File: src/rtl/trig_pulse_ctrl_pkg.sv
// Shared types for the trigger pulse controller: FSM state encoding and
// the timer width helper used by the top and the timer sub-module.
package trig_pulse_ctrl_pkg;

    typedef enum logic [1:0] {
        ST_IDLE    = 2'd0,
        ST_PULSE   = 2'd1,
        ST_HOLDOFF = 2'd2,
        ST_REARM   = 2'd3
    } state_e;

    // Bits needed to hold max(pulse_len, holdoff_len)-1; never less than one.
    function automatic int tmr_width(input int pulse_len, input int holdoff_len);
        int m;
        m = (pulse_len > holdoff_len) ? pulse_len : holdoff_len;
        return (m > 1) ? $clog2(m) : 1;
    endfunction

endpackage

File: src/rtl/trig_pulse_ctrl_timer.sv
// Loadable down-counter that stops at zero and reports when it is there.
module trig_timer #(
    parameter int W = 4
) (
    input  logic         clk,
    input  logic         rst_n,
    input  logic         load_i,
    input  logic [W-1:0] load_val_i,
    output logic         zero_o
);

    logic [W-1:0] cnt_q;
    logic [W-1:0] cnt_d;

    always_comb begin
        cnt_d = cnt_q;
        if (load_i) begin
            cnt_d = load_val_i;
        end else if (cnt_q != '0) begin
            cnt_d = cnt_q - W'(1);
        end
    end

    always_ff @(posedge clk or negedge rst_n) begin
        if (!rst_n) begin
            cnt_q <= '0;
        end else begin
            cnt_q <= cnt_d;
        end
    end

    assign zero_o = (cnt_q == '0);

endmodule

File: src/rtl/trig_pulse_ctrl.sv
// One-shot pulse generator on rising edges of a qualified trigger, with
// retrigger holdoff, release rearm, saturating event count and overrun flag.
module trig_pulse_ctrl
    import trig_pulse_ctrl_pkg::*;
#(
    parameter int PULSE_LEN   = 8,
    parameter int HOLDOFF_LEN = 16,
    parameter int CNT_W       = 8
) (
    input  logic             clk,
    input  logic             rst_n,
    input  logic             trigger,
    input  logic             clr_cnt,
    output logic             pulse,
    output logic             busy,
    output logic [CNT_W-1:0] event_cnt,
    output logic             overrun
);

    localparam int TW = tmr_width(PULSE_LEN, HOLDOFF_LEN);
    localparam logic [TW-1:0] PULSE_LOAD   = TW'(PULSE_LEN - 1);
    localparam logic [TW-1:0] HOLDOFF_LOAD = TW'(HOLDOFF_LEN - 1);

    state_e           state_q, state_d;
    logic             trig_d_q;
    logic             pulse_q;
    logic [CNT_W-1:0] cnt_q, cnt_d;
    logic [CNT_W-1:0] cnt_base;
    logic             ovr_q, ovr_d;
    logic             rise;
    logic             accept;
    logic             overrun_edge;
    logic             tmr_load;
    logic [TW-1:0]    tmr_load_val;
    logic             tmr_zero;

    trig_timer #(.W(TW)) u_timer (
        .clk        (clk),
        .rst_n      (rst_n),
        .load_i     (tmr_load),
        .load_val_i (tmr_load_val),
        .zero_o     (tmr_zero)
    );

    assign rise         = trigger & ~trig_d_q;
    assign overrun_edge = rise & (state_q != ST_IDLE);

    always_comb begin
        state_d      = state_q;
        tmr_load     = 1'b0;
        tmr_load_val = '0;
        accept       = 1'b0;
        case (state_q)
            ST_IDLE: begin
                if (rise) begin
                    state_d      = ST_PULSE;
                    tmr_load     = 1'b1;
                    tmr_load_val = PULSE_LOAD;
                    accept       = 1'b1;
                end
            end
            ST_PULSE: begin
                if (tmr_zero) begin
                    state_d      = ST_HOLDOFF;
                    tmr_load     = 1'b1;
                    tmr_load_val = HOLDOFF_LOAD;
                end
            end
            ST_HOLDOFF: begin
                if (tmr_zero) begin
                    state_d = trigger ? ST_REARM : ST_IDLE;
                end
            end
            ST_REARM: begin
                if (!trigger) begin
                    state_d = ST_IDLE;
                end
            end
            default: state_d = ST_IDLE;
        endcase
    end

    // Clear is applied before the increment so a coincident event reads 1.
    always_comb begin
        cnt_base = clr_cnt ? '0 : cnt_q;
        cnt_d    = cnt_base;
        if (accept && (cnt_base != '1)) begin
            cnt_d = cnt_base + CNT_W'(1);
        end
        ovr_d = ovr_q;
        if (overrun_edge) begin
            ovr_d = 1'b1;
        end else if (clr_cnt) begin
            ovr_d = 1'b0;
        end
    end

    // trig_d resets high so a trigger already asserted at release is ignored.
    always_ff @(posedge clk or negedge rst_n) begin
        if (!rst_n) begin
            state_q  <= ST_IDLE;
            trig_d_q <= 1'b1;
            pulse_q  <= 1'b0;
            cnt_q    <= '0;
            ovr_q    <= 1'b0;
        end else begin
            state_q  <= state_d;
            trig_d_q <= trigger;
            pulse_q  <= (state_d == ST_PULSE);
            cnt_q    <= cnt_d;
            ovr_q    <= ovr_d;
        end
    end

    assign pulse     = pulse_q;
    assign busy      = (state_q != ST_IDLE);
    assign event_cnt = cnt_q;
    assign overrun   = ovr_q;

endmodule

File: config.mk
export PLATFORM = sky130hd
export DESIGN_NAME = trig_pulse_ctrl
export DESIGN_NICKNAME = d
export VERILOG_FILES = /design/src/rtl/trig_pulse_ctrl_pkg.sv /design/src/rtl/trig_pulse_ctrl_timer.sv /design/src/rtl/trig_pulse_ctrl.sv
export SDC_FILE = /design/constraint.sdc
export NUM_CORES = 1
export LEC_CHECK = 0
export ABC_AREA = 1
export CORE_MARGIN = 3
export CORE_UTILIZATION = 40
export CTS_CLUSTER_SIZE = 40
export DETAILED_ROUTE_END_ITERATION = 6
export SYNTH_ARGS = -nofsm -noshare
export SYNTH_HDL_FRONTEND = slang
export SYNTH_HIERARCHICAL = 1
export SYNTH_SLANG_ARGS = --single-unit
File: constraint.sdc
create_clock -name clk -period 1.7 [get_ports clk]
set_input_delay 0.34 -clock clk [delete_from_list [all_inputs] [get_ports clk]]
set_output_delay 0.34 -clock clk [all_outputs]
set_load 0.005 [all_outputs]
==> results.sh, run 1 <==
export IMPL_via_per_inst=4.63
export IMPL_critical_path_top_delay_family="buffers and inverters"
export IMPL_ys_warn_count=6
export IMPL_rows=17
export IMPL_gr_total_overflow=0
export IMPL_cp_startpoint="event_cnt[1]$_DFF_PN0_"
export IMPL_layout_area_seq_sq_um=428
export IMPL_worst_ep_arrival_time_ns=1.28
export IMPL_area_growth_pct=29.9
export IMPL_synthFlopType="dfrtp_1"
export IMPL_diodes=0
export IMPL_hold_viol_final=0
export IMPL_core_area_sq_mm=0.00232
export IMPL_synthMuxAreaShare=0
export IMPL_p_sw_mw=0.567
export IMPL_io_buffers=14
export IMPL_cts_hold_fix_buffers=0
export IMPL_final_cell_mix="45 x nand2_1, 22 x inv_1, 15 x dfrtp_1"
export IMPL_timing_rr_start="u_timer/cnt_q[0]$_DFFE_PN0P_"
export IMPL_synth_avg_cell_area_sq_um=7.40
export IMPL_clk_pin_slew_worst_paths_ns=0.10
export IMPL_routedWlPerCell_microns=11.0
export IMPL_slowest_delay_ns=0.53
export IMPL_grt_util_all_layers=0.151
export IMPL_p_sw_frac=0.380
export IMPL_hp_class="in -> async"
export IMPL_min_period_ns=1.62
export IMPL_seq_area_frac_synth=0.418
export IMPL_drc_errors=0
export IMPL_firstDrtPassIters=4
export IMPL_grt_use_met2=0.244
export IMPL_crit_path_start_kind="flop"
export IMPL_p_clk_frac=0.145
export IMPL_synth_seq_cells=17
export IMPL_synthAdderAreaFrac=0.0123
export IMPL_antenna_found_initial=0
export IMPL_fillers=219
export IMPL_ant_nets=0
export IMPL_synth_area_sq_mm=0.00102
export IMPL_gr_usage_met1=0.197
export IMPL_synth_xor_area_share=0.00858
export IMPL_via_count=907
export IMPL_cts_tree="yes"
export IMPL_fp_dieW_microns=56.5
export IMPL_wirelength_mm=2.15
export IMPL_slew_violations=0
export IMPL_layout_commonest_cell="nand2_1"
export IMPL_final_util=0.572
export IMPL_globalplace_congestion=0.813
export IMPL_nets=174
export IMPL_synth_distinct_cells=25
export IMPL_p_leak_nw=0.706
export IMPL_drive_gt1_frac=0.226
export IMPL_period_share=0.951
export IMPL_gr_usage_met3=0.0506
export IMPL_h_tree_depth=1
export IMPL_grt_max_degree=11
export IMPL_cts_root_buf="clkbuf_4"
export IMPL_synth_compound_area_frac=0.0625
export IMPL_path_class="reg -> out"
export IMPL_fmax_ghz=0.618
export IMPL_multiInputGateArea_sq_um=494
export IMPL_cts_sinks=17
export IMPL_dp_hpwl_mm=1.69
export IMPL_skew_ns=0.00320
export IMPL_p_seq_frac=0.379
export IMPL_grt_pass1_wl_mm=3.84
export IMPL_grt_busiest_layer="met2"
export IMPL_synth_edf_count=0
export IMPL_outcome="completed"
export IMPL_crit_slowest_cell="clkdlybuf4s50_1"
export IMPL_path_max_fanout=4
export IMPL_synthSimpleGateAreaFrac=0.388
export IMPL_ioPinCount=15
export IMPL_setup_viol=0
export IMPL_powerDensity_mw_per_mm2=1120
export IMPL_clk_latency_ns=0.29
export IMPL_tightest_slew_ns=0.387
export IMPL_cts_buffer_depth=2
export IMPL_die_area_sq_mm=0.00319
export IMPL_cp_cell_sequence="clkdlybuf4s50_1"
export IMPL_cp_buffers_inverters=1
export IMPL_total_power_mw=1.49
export IMPL_die_height_microns=56.5
export IMPL_peakVddDrop_mv=0.867
export IMPL_critPathCaptureType="output port"
export IMPL_initial_core_util=0.440
export IMPL_max_cap_viol_count=0
export IMPL_async_flop_share=1.00
export IMPL_worstPathRequired_ns=1.36
export IMPL_numCtsBuffers=3
export IMPL_p_int_mw=0.924
export IMPL_max_slew_margin=0.741
export IMPL_syn_instance_count=138
export IMPL_grt_pass1_vias=909
export IMPL_combPwrFrac=0.476
export IMPL_drt_iter0_markers=19
export IMPL_synth_nets=143
export IMPL_synth_top_family_by_area="simple AND/OR/NAND/NOR gates"
[state kept, by name (all words and copies together) (netlist names)]
signal / flops
state_q: 2
u_timer/cnt_q: 4
trig_d_q: 1
overrun: 1
event_cnt: 8
pulse: 1
[layer usage]
metal  part of all wire  wire length (microns)  vias to the layer above
met5                  0                      0                        -
met3              0.034                     74                        2
met1               0.48                   1040                      409
met2               0.48                   1030                       13
li1                   -                      -                      483
met4             0.0046                     10                        0
[metrics by stage]
stage	hold WS (ns)	TNS (ns)	instances	instance area, sq um	setup WS [ns]
floorplan	0.0444	0	138	1020	0.106
global placement	0.506	-0.287	191	1270	-0.0879
detailed placement	0.507	-0.490	191	1270	-0.104
CTS	0.325	0	195	1310	0.0210
global route	0.321	-0.0160	196	1330	-0.00846
finish	0.322	0	196	1330	0.0827
[final timing paths]
check / end / depth (start not counted) / slack, ns
max: event_cnt[1] / 1 / 0.08
min: u_timer/cnt_q[3]$_DFFE_PN0P_ / 1 / 0.32
max reg2reg: u_timer/cnt_q[0]$_DFFE_PN0P_ / 12 / 0.15
min reg2reg: state_q[1]$_DFF_PN0_ / 2 / 0.52
max in group asynchronous: event_cnt[2]$_DFF_PN0_ / 2 / 0.89
min in group clk: state_q[1]$_DFF_PN0_ / 2 / 0.52
[synth_stat cells, drive strengths merged (4+ instances only)]
cell type  number  area (sq um)
dfrtp          16           400
inv            27           101
nand2          49           194
nand3          13          97.6
nand4           4          25.0
nor2           12          66.3
o21ai           7          35.0
[cell families after synthesis]
kind of cell	Yosys count
buffers and inverters	28
AO/OA/AOI/OAI	11
flip-flops	17
adder cells (fa/ha/maj)	1
AND/OR/NAND/NOR	80
XOR/XNOR	1
[power groups by stage]
stage / registers [mW] / logic [mW] / clock network, mW
3_3_place_gp: 0.569 / 0.651 / 0
5_1_grt: 0.578 / 0.826 / 0.256
6_report: 0.565 / 0.709 / 0.217
2_1_floorplan: 0.564 / 0.413 / 0
4_1_cts: 0.566 / 0.672 / 0.231
3_5_place_dp: 0.575 / 0.661 / 0
[what timing repair did]
item,4_1_cts,5_1_grt
setup buffers,0,1
pin swaps,0,1
endpoints found under the setup margin,3,6
gates resized for setup,1,8
[area by class of cell]
type                       count  share of cell area
clock inverter                 1             0.00377
tap                           28              0.0264
sequential                    17               0.323
timing repair buffer          27               0.181
multi-input combinational     93               0.373
clock buffer                   3              0.0170
inverter                      27              0.0764
Power figures use the tool's default switching activity.
==> inputs of run 2 (changes only) <==
- CAP_MARGIN: not set -> 20
- CTS_CLUSTER_SIZE: 40 -> 20
==> results of run 2 <==
The final DEF is identical to that of run 1; final timing and power are the same.
